<file path="config.mk">
export PLATFORM = sky130hd
export DESIGN_NAME = packet_receiver
export DESIGN_NICKNAME = d
export VERILOG_FILES = /design/src/rtl/packet_receiver.sv
export SDC_FILE = /design/constraint.sdc
export NUM_CORES = 1
export LEC_CHECK = 0
export CAP_MARGIN = 5
export CORE_MARGIN = 3
export CORE_UTILIZATION = 43
export CTS_CLUSTER_SIZE = 24
export DETAILED_ROUTE_END_ITERATION = 8
export PLACE_DENSITY_LB_ADDON = 0.08
export SLEW_MARGIN = 20
export SYNTH_ARGS = -nofsm -noshare
export SYNTH_HDL_FRONTEND = slang
export SYNTH_SLANG_ARGS = --single-unit
</file>
<file path="constraint.sdc">
create_clock -name clk -period 2.2 [get_ports clk]
set_input_delay 0.44 -clock clk [delete_from_list [all_inputs] [get_ports clk]]
set_output_delay 0.44 -clock clk [all_outputs]
set_load 0.01 [all_outputs]
</file>
<file path="src/rtl/packet_receiver.sv">
// packet_receiver: parses a byte-serial packet stream and writes each accepted
// byte into the current FIFO slot.
// Packet format: source_id, dest_id, size, size data bytes, crc. The crc is the
// XOR of every byte before it. A packet with a good crc is committed with winc.
// Any other packet is dropped with pkt_err and a cause code, and the next
// packet overwrites its slot.
// Ports:
//   clk, rst          single clock, synchronous active-high reset
//   packet_valid      a byte is present on packet_in this cycle
//   packet_in         incoming packet byte
//   wfull             FIFO full, checked only on the source_id byte
//   winc              one-cycle commit of the current FIFO slot
//   waddr_in, wdata   byte position within the slot and the byte written there
//   pkt_ok, pkt_err   one-cycle packet committed / packet dropped pulses
//   err_code          drop cause, valid with pkt_err:
//                     0 fifo full, 1 bad size, 2 truncated, 3 crc mismatch
//   rx_count          saturating count of committed packets
//   drop_count        saturating count of dropped packets
module packet_receiver #(
   parameter int unsigned UWIDTH    = 8,
   parameter int unsigned PTR_IN_SZ = 4,
   parameter int unsigned MAX_SIZE  = 7
) (
   input  logic                 clk,
   input  logic                 rst,
   input  logic                 packet_valid,
   input  logic [UWIDTH-1:0]    packet_in,
   input  logic                 wfull,
   output logic                 winc,
   output logic [PTR_IN_SZ-1:0] waddr_in,
   output logic [UWIDTH-1:0]    wdata,
   output logic                 pkt_ok,
   output logic                 pkt_err,
   output logic [1:0]           err_code,
   output logic [7:0]           rx_count,
   output logic [7:0]           drop_count
);

   localparam int unsigned CNT_W = 8;

   localparam logic [2:0] S_IDLE = 3'd0;
   localparam logic [2:0] S_SRC  = 3'd1;
   localparam logic [2:0] S_DST  = 3'd2;
   localparam logic [2:0] S_SIZE = 3'd3;
   localparam logic [2:0] S_DATA = 3'd4;
   localparam logic [2:0] S_CRC  = 3'd5;
   localparam logic [2:0] S_DROP = 3'd6;

   localparam logic [1:0] ERR_FULL  = 2'd0;
   localparam logic [1:0] ERR_SIZE  = 2'd1;
   localparam logic [1:0] ERR_TRUNC = 2'd2;
   localparam logic [1:0] ERR_CRC   = 2'd3;

   logic [2:0]           state,      state_n;
   logic [UWIDTH-1:0]    crc_acc,    crc_acc_n;
   logic [UWIDTH-1:0]    remain,     remain_n;
   logic                 winc_n;
   logic [PTR_IN_SZ-1:0] waddr_n;
   logic [UWIDTH-1:0]    wdata_n;
   logic                 pkt_ok_n;
   logic                 pkt_err_n;
   logic [1:0]           err_code_n;
   logic [CNT_W-1:0]     rx_count_n;
   logic [CNT_W-1:0]     drop_count_n;

   // Next-state and next-output logic.
   always_comb begin
      state_n      = state;
      crc_acc_n    = crc_acc;
      remain_n     = remain;
      winc_n       = 1'b0;
      waddr_n      = waddr_in;
      wdata_n      = wdata;
      pkt_ok_n     = 1'b0;
      pkt_err_n    = 1'b0;
      err_code_n   = err_code;
      rx_count_n   = rx_count;
      drop_count_n = drop_count;

      case (state)
         // S_SRC is never entered: the source_id byte is taken straight from idle
         // so that a packet can follow a crc byte with no gap.
         S_IDLE, S_SRC: begin
            if (packet_valid) begin
               if (wfull) begin
                  pkt_err_n  = 1'b1;
                  err_code_n = ERR_FULL;
                  state_n    = S_DROP;
               end else begin
                  wdata_n   = packet_in;
                  waddr_n   = PTR_IN_SZ'(0);
                  crc_acc_n = packet_in;
                  state_n   = S_DST;
               end
            end
         end

         S_DST: begin
            if (!packet_valid) begin
               pkt_err_n  = 1'b1;
               err_code_n = ERR_TRUNC;
               state_n    = S_IDLE;
            end else begin
               wdata_n   = packet_in;
               waddr_n   = waddr_in + PTR_IN_SZ'(1);
               crc_acc_n = crc_acc ^ packet_in;
               state_n   = S_SIZE;
            end
         end

         S_SIZE: begin
            if (!packet_valid) begin
               pkt_err_n  = 1'b1;
               err_code_n = ERR_TRUNC;
               state_n    = S_IDLE;
            end else begin
               wdata_n   = packet_in;
               waddr_n   = waddr_in + PTR_IN_SZ'(1);
               crc_acc_n = crc_acc ^ packet_in;
               if ((packet_in == UWIDTH'(0)) || (packet_in > UWIDTH'(MAX_SIZE))) begin
                  pkt_err_n  = 1'b1;
                  err_code_n = ERR_SIZE;
                  state_n    = S_DROP;
               end else begin
                  remain_n = packet_in;
                  state_n  = S_DATA;
               end
            end
         end

         // remain counts data bytes still expected, including this one.
         S_DATA: begin
            if (!packet_valid) begin
               pkt_err_n  = 1'b1;
               err_code_n = ERR_TRUNC;
               state_n    = S_IDLE;
            end else begin
               wdata_n   = packet_in;
               waddr_n   = waddr_in + PTR_IN_SZ'(1);
               crc_acc_n = crc_acc ^ packet_in;
               remain_n  = remain - UWIDTH'(1);
               if (remain == UWIDTH'(1)) begin
                  state_n = S_CRC;
               end
            end
         end

         // The crc byte is written like any other; only a match commits the slot.
         S_CRC: begin
            if (!packet_valid) begin
               pkt_err_n  = 1'b1;
               err_code_n = ERR_TRUNC;
            end else begin
               wdata_n = packet_in;
               waddr_n = waddr_in + PTR_IN_SZ'(1);
               if (packet_in == crc_acc) begin
                  winc_n   = 1'b1;
                  pkt_ok_n = 1'b1;
               end else begin
                  pkt_err_n  = 1'b1;
                  err_code_n = ERR_CRC;
               end
            end
            state_n = S_IDLE;
         end

         // Discard the rest of a rejected packet until the stream goes idle.
         S_DROP: begin
            if (!packet_valid) begin
               state_n = S_IDLE;
            end
         end

         default: begin
            state_n = S_IDLE;
         end
      endcase

      if (pkt_ok_n && (rx_count != {CNT_W{1'b1}})) begin
         rx_count_n = rx_count + CNT_W'(1);
      end
      if (pkt_err_n && (drop_count != {CNT_W{1'b1}})) begin
         drop_count_n = drop_count + CNT_W'(1);
      end
   end

   // State and output registers.
   always_ff @(posedge clk) begin
      if (rst) begin
         state      <= S_IDLE;
         crc_acc    <= '0;
         remain     <= '0;
         winc       <= 1'b0;
         waddr_in   <= '0;
         wdata      <= '0;
         pkt_ok     <= 1'b0;
         pkt_err    <= 1'b0;
         err_code   <= ERR_FULL;
         rx_count   <= '0;
         drop_count <= '0;
      end else begin
         state      <= state_n;
         crc_acc    <= crc_acc_n;
         remain     <= remain_n;
         winc       <= winc_n;
         waddr_in   <= waddr_n;
         wdata      <= wdata_n;
         pkt_ok     <= pkt_ok_n;
         pkt_err    <= pkt_err_n;
         err_code   <= err_code_n;
         rx_count   <= rx_count_n;
         drop_count <= drop_count_n;
      end
   end

endmodule

</file>
# Word level (Yosys, flattened, before mapping)
# Cells that the tools add are included.
[word_totals] register_bits=51 inputBits=12 out_inout_bits=33 wordCells=99
[classes] add_sub_neg=4 magnitude_cmp=1 eq_ne=23 muxes=42 bitwise_logic=1 reduce_logical=18
[op_table] operator="8-bit 2-to-1 mux" n=7
[op_table] operator="8-bit one-hot mux with 2 select lines" n=3
[op_table] operator="2-bit 2-to-1 mux" n=9
[op_table] operator="3-bit 2-to-1 mux" n=6
[op_table] operator="8-bit by 1-bit adder with 8-bit output, second input constant" n=2
[op_table] operator="2-bit inequality test, second input constant" n=8
[op_table] operator="8-bit inequality test, second input constant" n=2
[op_table] operator="3-bit one-hot mux with 5 select lines" n=1
[op_table] operator="4-bit 2-to-1 mux" n=3
[op_table] operator="4-bit AND reduction" n=3
[op_table] operator="1-bit 2-to-1 mux" n=10
[op_table] operator="3-bit == test, second input constant" n=3
[op_table] operator="3-bit inequality test, second input constant" n=3
[op_table] operator="8-bit by 1-bit == test with 1-bit output, second input constant" n=1
[op_table] operator="8-bit == test" n=1
[op_table] operator="8-bit by 3-bit greater-than comparator with 1-bit output, second input constant" n=1
[op_table] operator="8-bit logical NOT" n=1
[op_table] operator="2-bit one-hot mux with 4 select lines" n=1
[op_table] operator="4-bit one-hot mux with 2 select lines" n=1
[op_table] operator="8-bit by 1-bit subtractor with 8-bit output, second input constant" n=1
[op_table] operator="8-bit bitwise XOR" n=1
[op_table] operator="3-bit by 2-bit == test with 1-bit output, second input constant" n=2
[op_table] operator="6-bit AND reduction" n=1
[op_table] operator="2-bit nonzero test" n=3
[op_table] operator="other kinds (12)" n=15

# Depth between registers and ports, before layout
# Gate-level depths: netlist of run 1.
[logic_depth] depth_word=6 ltp_mapped=7 mapped_depth_nobuf=6

# Least setup slack after synthesis of run 1
# No wires, ideal clock.
[synth_path] kind="input to register" startpoint="input packet_in[5]" endpoint="register rx_count[4]" setup_ns=0.121 arrival_ns=1.928 required_time_ns=2.079 setup_slack_ns=0.151 stages=6 path_buffers=1 cell_sequence="xnor2_1 > nand2_1 > or4_4 > buf_6 > nor4_1 > mux2_2"
[synth_between] elab_chain_cells=5
[synth_rtl] element="from (decl)" line_no="27" rtl="input logic [UWIDTH-1:0] packet_in,"
[synth_rtl] element="8-bit == test" line_no="156" rtl="if (packet_in == crc_acc) begin"
[synth_rtl] element="1-bit 2-to-1 mux" line_no="156"
[synth_rtl] element="1-bit 2-to-1 mux" line_no="150" rtl="if (!packet_valid) begin"
[synth_rtl] element="1-bit 2-to-1 mux" line_no="80" rtl="case (state)"
[synth_rtl] element="1-bit logical AND" line_no="179" rtl="if (pkt_ok_n && (rx_count != {CNT_W{1'b1}})) begin"
[synth_rtl] element="to (signal assigned)" line_no="211" rtl="rx_count <= rx_count_n;"
[synth_rtl] element="to (decl)" line_no="35" rtl="output logic [7:0] rx_count,"
# Every way passes these cells.
# A chain may end at the register's enable or synchronous reset.

# Worst setup path after layout of run 1
[layout_path] startpoint="input packet_valid" endpoint="register rx_count[0]"
[layout_between] elab_chain_cells=3
[layout_rtl] element="from (decl)" line_no="26" rtl="input logic packet_valid,"
[layout_rtl] element="1-bit 2-to-1 mux" line_no="150"
[layout_rtl] element="1-bit 2-to-1 mux" line_no="80"
[layout_rtl] element="1-bit logical AND" line_no="179"
# Every way passes these cells.

==> impl_metrics.csv, run 1 <==
group,metric,value,unit
synthesis,ys_seq_area_share,36.9,%
min_path,hold_depth,2,
die,die_area,0.00744,sq mm
sta,finalCritPeriodShare,95.8,%
clocking,cts_root_buf,"clkbuf_8",
sta,rsz0062_at_grt,"false",
sta,final_hold_viol_count,0,
final_layout,final_nets,429,
power_and_ir_drop,power_frac_seq,52.0,%
final_layout,num_antenna_cells,0,
synthesis,synth_cells,345,
clocking,cts_tree,"done",
critical_path,worst_ep_arrival_time,2.35,ns
sta,setup_viol,0,
global_route,grt_start_max_net_pins,33,
synthesis,syn_area,0.00277,sq mm
min_path,hold_end,"wdata[6]",
critical_path,rr_startpoint,"crc_acc[0]",
critical_path,crit_cells,6,
synthesis,synth_top_area_share,36.9,%
clocking,clk_pin_slew,0.09,ns
critical_path,endpoint_kind,"flip-flop",
global_route,grt_usage,18.8,%
synthesis,syn-num-nets,362,
clocking,clock_latency,0.31,ns
run_status,outcome,"completed",
drt,ant_nets,0,
sta,slew-limit-headroom,47.7,%
synthesis,syn_area_per_cell,8.03,sq um
critical_path,critPathMaxFanout,6,
critical_path,r2r_end,"rx_count[0]",
drt,via_per_inst,5.43,
critical_path,cpMaxStageDelayCell,"clkdlybuf4s50_1",
synthesis,ys_ff_latch,51,
power_and_ir_drop,power_density,525,mW/mm^2
sta,tns,0,ns
drt,dr.first_iter.drc_count,88,
placed_design,dp_hpwl,4900,um
power_and_ir_drop,pwr-share-comb,18.8,%
power_and_ir_drop,p_sw,528,uW
clocking,cts_sinks,51,
critical_path,worstPathCellList,"clkdlybuf4s50_1 -> nand2_1 -> or4_4 -> buf_6 -> or3_1 -> a21oi_2",
final_layout,seq_area,0.00102,sq mm
drt,drc,0,
sta,skew,0.00789,ns
final_layout,fillers,573,
critical_path,critPathKind,"primary input to flip-flop",
drt,wl,6810,um
sta,fmax,0.474,GHz
die,io_pins,45,
synthesis,synth_edf_count,0,
critical_path,required,2.44,ns
clocking,cts_inserted_buffers,5,
die,rows,28,
global_route,gr-total-overflow,0,
drt,vias,2642,
critical_path,reg2regPathDepth,6,
power_and_ir_drop,irDropWorstVdd,0.268,mV
final_layout,drive_gt1_share,18.0,%
critical_path,r2r_slack,0.19,ns
synthesis,synth_flop_cell,"dfxtp_1",
sta,drv_slew,0,
synthesis,synth_top_area_cell,"dfxtp_1",
drt,wl_per_cell,14.0,um
synthesis,yosys-top-cells-area,"dfxtp_1 37%, nand2_1 7.2%, a21oi_1 4.7%",
die,initial_core_util,45.7,%
synthesis,ys_warn_count,0,
synthesis,async_flop_share,0,%
placed_design,port_buffers,44,
power_and_ir_drop,p_leak,0.00136,uW
sta,fin_crit,2.11,ns
global_route,antenna_found_initial,0,
clocking,cts.htree.levels,2,
die,die_h,86.2,um
drt,dr.pass1.iters,4,
synthesis,synthTopCellsByCount,"53 x nand2_1, 51 x dfxtp_1, 33 x nor2_1",
sta,max_slew.worst_pin.slew,0.780,ns
clocking,cts_buffer_depth,2,
synthesis,ys_types,55,
job,drv_cap,0,
synthesis,yosysMostFrequentCell,"nand2_1",
critical_path,cp-start-kind,"primary input",
placed_design,gp_routability_congestion,0.850,
critical_path,worstPathBufferInverterCount,2,
final_layout,syn_to_final_growth,31.6,%
min_path,hp-start,"wdata[6]",
final_layout,post-route-util,60.1,%
global_route,grt_pass1_vias,2464,
critical_path,crit_family,"simple AND/OR/NAND/NOR gates",
final_layout,fin_cells,487,
global_route,grt_pass1_wl,11400,um
power_and_ir_drop,intPower,1390,uW
die,die_x,86.2,um
final_layout,multi_input_area,0.00171,sq mm
min_path,worstHoldPathType,"flip-flop to flip-flop",
power_and_ir_drop,swShare,27.6,%
power_and_ir_drop,p_clk_share,29.2,%
placed_design,dp.cells,480,
critical_path,max_stage_delay,0.62,ns
die,core-area,0.00606,sq mm
## worst reg2reg max path: cells and delay by family, from the launching register on
kind,cells,cell delay [ns]
xor+xnor,1,0.19
simple gates,3,1.10
compound gates,1,0.14
buf+inv,1,0.17
flops,1,0.35
## layer usage
layer	wire length (um)	global-route usage, %
met1	3210	24.6
met2	3200	31.3
met3	275	3.33
met4	119	6.66
met5	0	0
## cells by family after synthesis
kind of cell,Yosys count,share of synthesized area [%]
buf+inv,27,4.56
compound gates,70,16.2
xor+xnor,19,6.82
simple gates,163,29.3
fa+ha+maj,5,2.26
mux,10,4.02
flops,51,36.9
## layout by cell type (no fill, tap or decap), drive strengths merged, types with 7 or more instances in the layout
cell type / synthesis / final
a21oi: 27 / 27
buf: 3 / 36
clkdlybuf4s50: 0 / 35
dfxtp: 51 / 51
inv: 8 / 8
mux2: 9 / 9
nand2: 53 / 53
nand3: 19 / 19
nand4: 7 / 7
nor2: 33 / 33
nor2b: 13 / 13
nor3: 9 / 9
nor4: 8 / 8
o21ai: 11 / 11
xnor2: 17 / 17
## final cells by class
type	count	area share, %
flip-flops and latches	51	28.0
well taps	75	2.58
repair buffers	79	19.2
multi-input cells	267	47.0
clock buffers	6	2.27
clock inverters	1	0.137
inverters	8	0.824
## what timing repair did
action / CTS / global route
setup buffers: 0 / 0
setup endpoints to repair: 17 / 6
hold buffers: 0 / 0
pin swaps: 1 / 3
resized for setup: 15 / 7
## registers in the layout, indices dropped and copies added (netlist names)
| register | flops |
|---|---|
| waddr_in | 4 |
| wdata | 8 |
| rx_count | 8 |
| crc_acc | 8 |
| pkt_err | 1 |
| err_code | 2 |
| pkt_ok | 1 |
| state | 3 |
| drop_count | 8 |
| remain | 8 |
## power by group through the flow
stage	logic, uW	clock network (uW)	registers, uW
3_3_place_gp	353	0	1010
2_1_floorplan	200	0	1010
5_1_grt	400	608	1000
3_5_place_dp	356	0	1020
6_report	360	559	995
4_1_cts	360	575	994
## metrics by stage
stage               instance area [sq um]  hold WS [ns]  power [uW]  setup WS (ns)
finish                               3640         0.460        1910         0.0924
global route                         3640         0.485        2010        0.00596
CTS                                  3610         0.463        1930         0.0171
detailed placement                   3460         0.449        1370         -0.470
global placement                     3460         0.446        1370         -0.379
floorplan                            2770         0.445        1210          0.151
## worst max path at each step
stage | startpoint | endpoint | slack, ns
2_1_floorplan | packet_in[5] | rx_count[4] | 0.15
3_3_place_gp | packet_in[6] | rx_count[3] | -0.38
3_5_place_dp | packet_in[5] | rx_count[3] | -0.47
4_1_cts | packet_in[7] | rx_count[4] | 0.02
5_1_grt | packet_valid | drop_count[3] | 0.006
6_report | packet_valid | rx_count[0] | 0.09
Note: power is estimated with default switching activity, not from simulation.
==> run 2: changes to the inputs <==
ABC_CLOCK_PERIOD_IN_PS = 2200   (was not set)
SLEW_MARGIN = not set   (was 20)
TNS_END_PERCENT = 100   (was not set)
==> results of run 2 <==
No change in the layout: final DEF, timing and power equal those of run 1.
